`src/rtl/bus_if.sv`:
```
// bus_if: pipeline-to-SoC bus master (req/grant/strobe/ready); define BUS_IF_TIMEOUT_EN to abort ACCESS after TIMEOUT unready cycles
module bus_if #(
    parameter int ADDR_W  = 30,
    parameter int DATA_W  = 32,
    parameter int TIMEOUT = 16
) (
    input  logic              clk,
    input  logic              reset,
    input  logic              stall,
    input  logic              flush,
    input  logic              as_n,
    input  logic              rw,
    input  logic [ADDR_W-1:0] addr,
    input  logic [DATA_W-1:0] wr_data,
    output logic [DATA_W-1:0] rd_data,
    output logic              busy,
    output logic              err,
    output logic              bus_req_n,
    input  logic              bus_grnt_n,
    output logic              bus_as_n,
    output logic              bus_rw,
    output logic [ADDR_W-1:0] bus_addr,
    output logic [DATA_W-1:0] bus_wr_data,
    input  logic [DATA_W-1:0] bus_rd_data,
    input  logic              bus_rdy_n
);
    typedef enum logic [1:0] {IDLE, REQ, ACCESS, STALL} state_t;
    state_t            state;
    logic [DATA_W-1:0] rd_buf;
    logic              tmo;
    logic              start;
    logic              rd_hit;
`ifdef BUS_IF_TIMEOUT_EN
    localparam int CW = $clog2(TIMEOUT + 1);
    logic [CW-1:0] cnt;
    // tmo marks the last allowed ACCESS cycle, so busy drops in the abort cycle itself
    assign tmo = state == ACCESS && bus_rdy_n && cnt == CW'(TIMEOUT - 1);
    always_ff @(posedge clk) begin
        if (!reset)
            cnt <= '0;
        else if (state == REQ)
            cnt <= '0;
        else if (state == ACCESS && bus_rdy_n)
            cnt <= cnt + CW'(1);
    end
`else
    assign tmo = 1'b0;
`endif
    assign start   = state == IDLE && !as_n && !flush;
    assign rd_hit  = state == ACCESS && !bus_rdy_n && bus_rw;
    assign busy    = start || state == REQ || (state == ACCESS && bus_rdy_n && !tmo);
    assign rd_data = rd_hit ? bus_rd_data : rd_buf;
    always_ff @(posedge clk) begin
        if (!reset) begin
            state       <= IDLE;
            bus_req_n   <= 1'b1;
            bus_as_n    <= 1'b1;
            bus_rw      <= 1'b1;
            bus_addr    <= '0;
            bus_wr_data <= '0;
            rd_buf      <= '0;
            err         <= 1'b0;
        end else begin
            err <= tmo;
            case (state)
                IDLE:
                    if (start) begin
                        bus_addr    <= addr;
                        bus_rw      <= rw;
                        bus_wr_data <= wr_data;
                        bus_req_n   <= 1'b0;
                        state       <= REQ;
                    end
                REQ:
                    if (!bus_grnt_n) begin
                        bus_as_n <= 1'b0;
                        state    <= ACCESS;
                    end
                ACCESS: begin
                    bus_as_n <= 1'b1;
                    if (!bus_rdy_n || tmo) begin
                        rd_buf    <= tmo ? '0 : (bus_rw ? bus_rd_data : rd_buf);
                        bus_req_n <= 1'b1;
                        state     <= stall ? STALL : IDLE;
                    end
                end
                default:
                    state <= stall ? STALL : IDLE;
            endcase
        end
    end
endmodule

```
`config.mk`:
```
export PLATFORM = sky130hd
export DESIGN_NAME = bus_if
export DESIGN_NICKNAME = d
export VERILOG_FILES = /design/src/rtl/bus_if.sv
export SDC_FILE = /design/constraint.sdc
export NUM_CORES = 1
export LEC_CHECK = 0
export BUFFER_PORTS_ARGS = -buffer_cell sky130_fd_sc_hd__buf_2
export CORE_MARGIN = 4
export CORE_UTILIZATION = 42
export CTS_BUF_LIST = sky130_fd_sc_hd__clkbuf_4 sky130_fd_sc_hd__clkbuf_8
export CTS_CLUSTER_SIZE = 8
export DETAILED_ROUTE_END_ITERATION = 10
export GPL_TIMING_DRIVEN = 1
export PLACE_DENSITY_LB_ADDON = 0.12
export SLEW_MARGIN = 20
export SYNTH_ARGS = -nofsm -noshare
export SYNTH_HDL_FRONTEND = slang
export SYNTH_SLANG_ARGS = --single-unit
```
`constraint.sdc`:
```
create_clock -name clk -period 1.45 [get_ports clk]
set_input_delay 0.145 -clock clk [delete_from_list [all_inputs] [get_ports clk]]
set_output_delay 0.145 -clock clk [all_outputs]
set_load 0.02 [all_outputs]
```
==> impl_metrics.env, run 1 <==
export IMPL_whs_path_depth=3
export IMPL_ys_seq_area_frac=0.5087
export IMPL_regArea_um2=1986
export IMPL_synth_edf_count=0
export IMPL_dp_cells=696
export IMPL_drive_above_1_share=0.5725
export IMPL_p_sw_uw=1678
export IMPL_fin_crit_sh=1.272
export IMPL_ys_async_sr_fraction=0
export IMPL_clockBufferDepth=2
export IMPL_r2r_cells=8
export IMPL_grt_usage=0.1797
export IMPL_synth_top_cells_by_area="dfxtp_1, mux2_4, nand3_1, o21ai_0, nand2_1"
export IMPL_worstHoldEndpoint="bus_wr_data[14]"
export IMPL_wire_per_inst_um=15.74
export IMPL_met2_usage=0.3012
export IMPL_synth_top_area_frac=0.5087
export IMPL_synth_cells=410
export IMPL_crit_required_ns=1.31
export IMPL_rsz0062_at_grt="true"
export IMPL_leakagePower_uw=0.002876
export IMPL_die_y_um=104.3
export IMPL_dr_pass1_iters=4
export IMPL_arrival_ns=1.70
export IMPL_drc=0
export IMPL_worstPathMaxFanout=16
export IMPL_yosysMostFrequentCell="dfxtp_1"
export IMPL_path_clk_slew_ns=0.10
export IMPL_globalplace_congestion=0.7865
export IMPL_initial_core_util=0.4382
export IMPL_nets=752
export IMPL_cts_root_buf="clkbuf_8"
export IMPL_worstHoldPathType="input port to register"
export IMPL_timing_fmax_mhz=542.2
export IMPL_busiest_layer="met2"
export IMPL_sw_frac_of_total=0.2867
export IMPL_peakVddDrop_uv=563.1
export IMPL_power_frac_clock=0.280
export IMPL_core_um2=8891
export IMPL_r2r_end="bus_addr[0]"
export IMPL_grt_pass1_vias=3403
export IMPL_multi_input_area_um2=2090
export IMPL_cts_num_sinks=99
export IMPL_synth_flop_cell="dfxtp_1"
export IMPL_crit_type="register to output port"
export IMPL_htree_num_levels=3
export IMPL_finalSetupViolCount=94
export IMPL_grt_max_degree=64
export IMPL_grt_overflow_total=0
export IMPL_synth_yosys_warnings=0
export IMPL_cpMaxStageDelayCell="and4bb_4"
export IMPL_ys_types=26
export IMPL_use_met1=0.2093
export IMPL_cts_buffers=9
export IMPL_cts_tree="yes"
export IMPL_end_kind="output port"
export IMPL_die_x_um=104.3
export IMPL_synth_area_leader_cell="dfxtp_1"
export IMPL_wl_mm=12.04
export IMPL_setup_slack_ns=-0.3942
export IMPL_finalMaxSlewViolations=0
export IMPL_total_power_uw=5851
export IMPL_critical_path_cell_chain="and4bb_4, buf_12, mux2_4, buf_2"
export IMPL_dpl_worst_slack_ns=-0.05242
export IMPL_p_int_uw=4173
export IMPL_grt_pass1_wl_mm=16.25
export IMPL_p_comb_frac=0.224
export IMPL_violations="negative setup slack"
export IMPL_ys_ff_latch=99
export IMPL_synth_fp_nets=512
export IMPL_r2r_slack_ns=-0.10
export IMPL_drt_initial_drc_count=121
export IMPL_pin_count=201
export IMPL_grtUsageMet3=0.05711
export IMPL_fin_cells=765
export IMPL_clock_latency_ns=0.35
export IMPL_synth_area_per_cell_um2=9.503
export IMPL_finClkSkew_ns=0.01115
export IMPL_cap_violations=0
export IMPL_ant_nets=0
export IMPL_cpPeakStageDelay_ns=0.35
export IMPL_startpoint_type="register"
export IMPL_dp_hpwl_mm=7.261
export IMPL_hold_violations=0
export IMPL_hp_start="wr_data[14]"
export IMPL_viasPerCell=4.958
export IMPL_synth_commonest_cells="dfxtp_1, nand2_1, nand3_1, o21ai_0, and2_1"
export IMPL_rr_startpoint="state[0]"
export IMPL_vias=3793
export IMPL_syn2layout_area_growth_pct=65.32
export IMPL_rows=34
export IMPL_fp_dieArea_um2=10880
export IMPL_antenna_found_initial=1
export IMPL_syn_cell_area_um2=3896
export IMPL_period_needed_ns=1.844
export IMPL_port_buffer_count=199
export IMPL_powerDensity_nw_per_um2=908.3
export IMPL_nFillCells=656
export IMPL_p_seq_frac=0.496
export IMPL_run_status="finished with violations"
power groups by stage:
stage          clock, µW  combinational [µW]  sequential (µW)
6_report            1640                1310             2900
5_1_grt             1790                1400             2920
4_1_cts             1700                 969             2900
3_5_place_dp           0                 896             2960
3_3_place_gp           0                 885             2950
2_1_floorplan          0                 399             3090
logic make-up (layout without fill, tap and decap cells):
kind of cell / Yosys count / after routing / share of synthesized area
mux: 33 / 33 / 0.1240
buf+inv: 40 / 285 / 0.06455
flops: 99 / 99 / 0.5087
compound gates: 68 / 68 / 0.08895
other cells: 1 / 3 / 0.0009625
simple gates: 169 / 169 / 0.2129
through the flow:
stage | hold WS (ns) | cell area [µm²] | setup TNS (ns) | utilization
floorplan | 0.2734 | 3905 | -0.8178 | -
global placement | 0.3580 | 5012 | -0.4283 | 0.5637
detailed placement | 0.3672 | 5012 | -0.8381 | 0.5637
CTS | 0.000002637 | 5522 | -12.70 | 0.6210
global route | 0.01922 | 6439 | -20.26 | 0.7242
finish | 0.01528 | 6441 | -14.54 | 0.7245
worst max-delay path, delay by kind of cell (launching register included):
family	cells	cell delay, ns
buffers and inverters	2	0.34
flip-flops	1	0.33
multiplexers	1	0.32
AND/OR/NAND/NOR	1	0.35
layout make-up:
class | count | area share
sequential | 99 | 0.3083
multi-input combinational | 271 | 0.3244
clock inverter | 5 | 0.005828
antenna | 2 | 0.0007770
timing repair buffer | 266 | 0.3155
tap | 108 | 0.02098
inverter | 3 | 0.001748
clock buffer | 11 | 0.02253
sequential cells by signal, indices dropped and copies added (netlist names):
register and flops:
state 2, bus_wr_data 32, bus_rw 1, rd_buf 32
bus_req_n 1, bus_as_n 1, bus_addr 30
placed cells by master (no fill, tap or decap), types with 10 or more instances in the layout:
master / Yosys / final
dfxtp_1: 99 / 96
o21ai_2: 0 / 15
mux2_4: 30 / 32
and2_1: 32 / 26
clkbuf_8: 0 / 10
o21ai_1: 3 / 47
nand3_2: 0 / 57
nand2_1: 65 / 65
dlygate4sd3_1: 0 / 28
buf_6: 6 / 30
buf_12: 3 / 10
buf_2: 3 / 178
repair_timing:
action	4_1_cts	5_1_grt
pin swaps	1	44
hold buffers	28	0
gates resized for setup	17	191
hold endpoints to repair	28	0
setup buffers	0	6
cloned	0	17
setup endpoints to repair	44	109
routing by layer:
| metal | wire length [µm] | part of all wire |
|---|---|---|
| met1 | 4850 | 0.40 |
| met5 | 0 | 0 |
| met4 | 359 | 0.030 |
| met2 | 5949 | 0.49 |
| met3 | 884 | 0.073 |
worst max-delay path by stage:
stage / startpoint / endpoint / depth (start not counted)
floorplan: state[1] / rd_buf[10] / 6
global placement: state[0] / rd_data[3] / 4
detailed placement: state[0] / rd_data[3] / 4
CTS: state[0] / rd_data[31] / 4
global route: state[0] / rd_data[31] / 4
finish: state[0] / rd_data[31] / 4
(Power assumes the default switching activity.)
==> run 2, diff against run 1 <==
--- a/config.mk
+++ b/config.mk
@@ -13,7 +13,6 @@
 export DETAILED_ROUTE_END_ITERATION = 10
 export GPL_TIMING_DRIVEN = 1
 export PLACE_DENSITY_LB_ADDON = 0.12
-export SLEW_MARGIN = 20
 export SYNTH_ARGS = -nofsm -noshare
 export SYNTH_HDL_FRONTEND = slang
 export SYNTH_SLANG_ARGS = --single-unit
==> constraint.sdc (replaced) <==
create_clock -name clk -period 1.45 [get_ports clk]
set_input_delay 0.145 -clock clk [delete_from_list [all_inputs] [get_ports clk]]
set_output_delay 0.145 -clock clk [all_outputs]
set_load 0.05 [all_outputs]
==> run 2 against run 1 <==
  * The run still ends with negative setup slack left
  * Total power increased by 13%
  * Worst setup slack worse by 0.060 ns
  * Clock-buffer cell count fell by 1
  * Combinational power up 32%
  * Global-route usage is 1.5 points higher
  * Via count up 1.8%
  * Core utilization increased by 3.1 points
  * Cell area grew 4.2%
  * Flip-flop and latch count did not move
  * Critical path depth stayed put
==> impl_metrics.env, run 2 (synthesized netlist as in run 1, its figures left out) <==
export IMPL_dp_hpwl_mm=7.137
export IMPL_cts_tree="yes"
export IMPL_antenna_found_initial=0
export IMPL_drc=0
export IMPL_cpPeakStageDelay_ns=0.39
export IMPL_cap_violations=0
export IMPL_finalSetupViolCount=124
export IMPL_wl_mm=13.10
export IMPL_dr_pass1_iters=4
export IMPL_cts_num_sinks=99
export IMPL_dp_cells=694
export IMPL_rows=34
export IMPL_rsz0062_at_grt="true"
export IMPL_clockBufferDepth=2
export IMPL_path_clk_slew_ns=0.09
export IMPL_powerDensity_nw_per_um2=984.1
export IMPL_busiest_layer="met2"
export IMPL_cts_root_buf="clkbuf_8"
export IMPL_layout_commonest_cell="buf_2"
export IMPL_fin_cells=769
export IMPL_leakagePower_uw=0.002997
export IMPL_power_frac_clock=0.299
export IMPL_final_cell_mix="buf_2, dfxtp_1, nand2_1"
export IMPL_grtUsageMet3=0.05525
export IMPL_hold_violations=0
export IMPL_fin_area_um2=6713
export IMPL_die_x_um=104.3
export IMPL_use_met1=0.2325
export IMPL_sw_frac_of_total=0.3092
export IMPL_tns_ns=-18.95
export IMPL_port_buffer_count=199
export IMPL_grt_max_degree=46
export IMPL_run_status="finished with violations"
export IMPL_setup_slack_ns=-0.4538
export IMPL_crit_type="register to output port"
export IMPL_globalplace_congestion=0.7451
export IMPL_crit_required_ns=1.31
export IMPL_vias=3862
export IMPL_timing_fmax_mhz=525.3
export IMPL_grt_overflow_total=0
export IMPL_viasPerCell=5.022
export IMPL_total_power_uw=6606
export IMPL_cpMaxStageDelayCell="and4bb_4"
export IMPL_clock_latency_ns=0.36
export IMPL_core_um2=8891
export IMPL_p_sw_uw=2043
export IMPL_cts_buffers=9
export IMPL_fp_dieArea_um2=10880
export IMPL_pin_count=201
export IMPL_worstHoldPathType="input port to register"
export IMPL_grt_pass1_vias=3444
export IMPL_htree_num_levels=3
export IMPL_nets=758
export IMPL_end_kind="output port"
export IMPL_period_needed_ns=1.904
export IMPL_violations="negative setup slack"
export IMPL_p_seq_frac=0.439
export IMPL_drive_above_1_share=0.5915
export IMPL_finalMaxSlewViolations=0
export IMPL_p_comb_frac=0.262
export IMPL_grt_pass1_wl_mm=17.46
export IMPL_met2_usage=0.3344
export IMPL_peakVddDrop_uv=591.0
export IMPL_die_y_um=104.3
export IMPL_arrival_ns=1.76
export IMPL_syn2layout_area_growth_pct=72.29
export IMPL_p_int_uw=4564
export IMPL_grt_usage=0.1951
export IMPL_nFillCells=605
export IMPL_finClkSkew_ns=0.01070
export IMPL_place_area_um2=4999
export IMPL_drt_initial_drc_count=162
export IMPL_initial_core_util=0.4382
export IMPL_reg_largest_list="bus_wr_data x32, rd_buf x32, bus_addr x30"
export IMPL_ant_nets=0
export IMPL_wire_per_inst_um=17.03
export IMPL_critical_path_cell_chain="and4bb_4, buf_12, mux2_4, buf_6"
export IMPL_worstPathMaxFanout=16
export IMPL_startpoint_type="register"
export IMPL_fin_crit_sh=1.313
export IMPL_antenna_cells=0
==> run 2: worst max-delay path: cells and delay by family, from the launching register on <==
family                 cells  cell delay [ns]
buffers and inverters      2             0.35
flip-flops                 1             0.33
multiplexers               1             0.33
AND/OR/NAND/NOR            1             0.39
==> run 2: routing by layer <==
metal | routed length (µm) | vias to the layer above
li1 | - | 1877
met1 | 5302 | 1828
met2 | 6752 | 144
met3 | 860 | 13
met4 | 180 | 0
met5 | 0 | -
==> run 2: cell type report <==
class,count,area (µm²),share of cell area
Clock buffer,10,137.6,0.02050
Clock inverter,6,88.84,0.01323
Inverter,3,13.76,0.002050
Multi-Input combinational cell,271,2112,0.3146
Sequential cell,99,1987,0.2960
Tap cell,108,135.1,0.02013
Timing Repair Buffer,272,2238,0.3335
==> run 2: stage by stage <==
| step | util | setup slack (ns) | hold WS (ns) |
|---|---|---|---|
| floorplan | - | -0.1242 | 0.2728 |
| global placement | 0.5622 | -0.1299 | 0.3578 |
| detailed placement | 0.5622 | -0.1552 | 0.3668 |
| finish | 0.7550 | -0.4538 | 0.009802 |
| global route | 0.7550 | -0.5104 | 0.005805 |
| CTS | 0.6572 | -0.4813 | 0.0001532 |
==> run 2: path summary, 6_finish.rpt <==
path               startpoint               to  slack [ns]  cells after the start
setup / recovery     state[0]       rd_data[4]       -0.45                      4
hold / removal       addr[26]     bus_addr[26]        0.01                      3
setup reg to reg     state[0]  bus_wr_data[28]       -0.22                      9
hold reg to reg   bus_addr[7]      bus_addr[7]        0.45                      2
==> run 2: power by group through the flow <==
stage / registers, µW / clock network, µW / logic, µW
detailed placement: 2960 / 0 / 1210
finish: 2900 / 1970 / 1730
floorplan: 3310 / 0 / 491
global placement: 2950 / 0 / 1200
global route: 2920 / 2110 / 1820
CTS: 2900 / 2010 / 1360
==> run 2: what timing repair did <==
action / CTS / global route
pin swaps: 2 / 55
setup endpoints to repair: 68 / 126
hold endpoints to repair: 29 / 1
hold buffers: 29 / 1
setup buffers: 2 / 7
gates resized for setup: 87 / 173
cloned: 2 / 20
==> run 3, diff against run 2 <==
--- a/config.mk
+++ b/config.mk
@@ -6,6 +6,8 @@
 export NUM_CORES = 1
 export LEC_CHECK = 0
 export BUFFER_PORTS_ARGS = -buffer_cell sky130_fd_sc_hd__buf_2
+export CAP_MARGIN = 20
+export CORE_ASPECT_RATIO = 0.7
 export CORE_MARGIN = 4
 export CORE_UTILIZATION = 42
 export CTS_BUF_LIST = sky130_fd_sc_hd__clkbuf_4 sky130_fd_sc_hd__clkbuf_8
==> run 3 against run 2 <==
  * The run still ends with negative setup slack left
  * First-iteration DRC count grew 6.8%
  * Sequential power is essentially flat
  * Clock power shrank 18%
  * Sequential share of layout area shrank 0.30 points
  * Fmax grew 1.1%
  * Core utilization shrank 0.39 points
  * Critical endpoint is now rd_data[6]
  * Largest power group unchanged
  * Highest routed layer unchanged
==> impl_metrics.env, run 3 (synthesized netlist as in run 1, its figures left out) <==
export IMPL_run_status="finished with violations"
export IMPL_violations="negative setup slack"
export IMPL_htree_num_levels=3
export IMPL_cts_num_sinks=99
export IMPL_whs_path_depth=3
export IMPL_clockBufferDepth=2
export IMPL_cp_depth=4
export IMPL_p_sw_uw=1972
export IMPL_sw_frac_of_total=0.3168
export IMPL_crit_required_ns=1.31
export IMPL_final_cell_mix="buf_2, dfxtp_1, nand2_1"
export IMPL_period_needed_ns=1.883
export IMPL_fin_cells=811
export IMPL_reg_largest_list="bus_wr_data x32, rd_buf x32, bus_addr x30"
export IMPL_vias=3920
export IMPL_crit_buf_inv=2
export IMPL_worstPathMaxFanout=20
export IMPL_powerDensity_nw_per_um2=917.3
export IMPL_viasPerCell=4.834
export IMPL_grt_pass1_wl_mm=17.51
export IMPL_end_kind="output port"
export IMPL_cts_buffers=9
export IMPL_p_seq_frac=0.467
export IMPL_die_y_um=88.59
export IMPL_antenna_cells=0
export IMPL_p_comb_frac=0.273
export IMPL_tns_ns=-18.14
export IMPL_cts_tree="yes"
export IMPL_rows=29
export IMPL_clock_latency_ns=0.36
export IMPL_dr_pass1_iters=4
export IMPL_drt_initial_drc_count=173
export IMPL_grt_overflow_total=0
export IMPL_hold_violations=0
export IMPL_drc=0
export IMPL_cap_violations=0
export IMPL_rsz0062_at_grt="true"
export IMPL_grt_usage=0.2028
export IMPL_wl_mm=12.64
export IMPL_path_clk_slew_ns=0.09
export IMPL_arrival_ns=1.74
export IMPL_p_int_uw=4253
export IMPL_fin_crit_sh=1.298
export IMPL_crit_type="register to output port"
export IMPL_path_delay_family="buffers and inverters"
export IMPL_initial_core_util=0.4312
export IMPL_drive_above_1_share=0.5386
export IMPL_fp_dieArea_um2=10910
export IMPL_cpMaxStageDelayCell="and4bb_4"
export IMPL_cts_root_buf="clkbuf_8"
export IMPL_finalSetupViolCount=102
export IMPL_timing_fmax_mhz=531.2
export IMPL_layout_commonest_cell="buf_2"
export IMPL_nets=784
export IMPL_grt_pass1_vias=3702
export IMPL_wire_per_inst_um=15.59
export IMPL_power_frac_clock=0.260
export IMPL_setup_slack_ns=-0.4326
export IMPL_critical_path_cell_chain="and4bb_4, buf_12, mux2_4, buf_6"
export IMPL_peakVddDrop_uv=679.6
export IMPL_ant_nets=0
export IMPL_leakagePower_uw=0.003016
export IMPL_die_x_um=123.1
export IMPL_antenna_found_initial=0
export IMPL_grt_max_degree=61
export IMPL_cpPeakStageDelay_ns=0.34
export IMPL_fin_util=0.7511
export IMPL_worstHoldPathType="input port to register"
export IMPL_syn2layout_area_growth_pct=74.18
export IMPL_pin_count=201
export IMPL_port_buffer_count=199
export IMPL_core_um2=9035
export IMPL_startpoint_type="register"
export IMPL_finClkSkew_ns=0.008349
export IMPL_dp_cells=716
export IMPL_finalMaxSlewViolations=0
export IMPL_globalplace_congestion=0.8330
export IMPL_r2r_cells=8
export IMPL_dp_hpwl_mm=7.309
[run 3: worst min-delay path, cell delays in order]
cell,delay (ns)
buf_2,0.09
nand3_2,0.07
o21ai_2,0.06
[run 3: worst paths after layout]
check / start / to / slack [ns]
hold / removal: wr_data[9] / bus_wr_data[9] / 0.03
setup / recovery: state[0] / rd_data[6] / -0.43
setup reg to reg: state[1] / bus_addr[22] / -0.16
hold reg to reg: bus_addr[7] / bus_addr[7] / 0.45
[run 3: timing repair]
| item | CTS | global route |
|---|---|---|
| pin swaps | 2 | 36 |
| setup endpoints to repair | 44 | 117 |
| endpoints found under the hold margin | 60 | 0 |
| hold buffers | 60 | 0 |
| setup buffers | 2 | 5 |
| cloned | 2 | 10 |
| resized for setup | 61 | 162 |
[run 3: power groups by stage]
stage / Sequential, µW / Clock, µW / Combinational [µW]
6_report: 2900 / 1620 / 1700
5_1_grt: 2920 / 1790 / 1800
4_1_cts: 2900 / 1680 / 1430
3_5_place_dp: 2960 / 0 / 1220
3_3_place_gp: 2960 / 0 / 1200
2_1_floorplan: 3310 / 0 / 491
[run 3: layout make-up]
type                    instances  area, µm²
clock buffers                  12      152.6
clock inverters                 4      26.28
fillers                       605       2248
inverters                       3      13.76
multi-input cells             271       2039
flip-flops and latches         99       1988
well taps                     124      155.1
repair buffers                298       2411
[run 3: layer usage]
| metal | routed length, µm | up-vias | track usage |
|---|---|---|---|
| met5 | 0 | - | 0 |
| met4 | 444 | 0 | 0.1055 |
| met3 | 863 | 36 | 0.05879 |
| met2 | 6259 | 155 | 0.3388 |
| met1 | 5074 | 1805 | 0.2390 |
| li1 | - | 1924 | - |
[run 3: stage by stage]
step,cell area (µm²),hold slack (ns),worst slack [ns],total power [µW]
floorplan,3902,0.2728,-0.1242,3805
global placement,5051,0.3571,-0.07850,4160
detailed placement,5051,0.3657,-0.1010,4177
CTS,6086,0.006073,-0.4784,6010
global route,6787,0.01649,-0.5065,6508
finish,6787,0.03377,-0.4326,6225
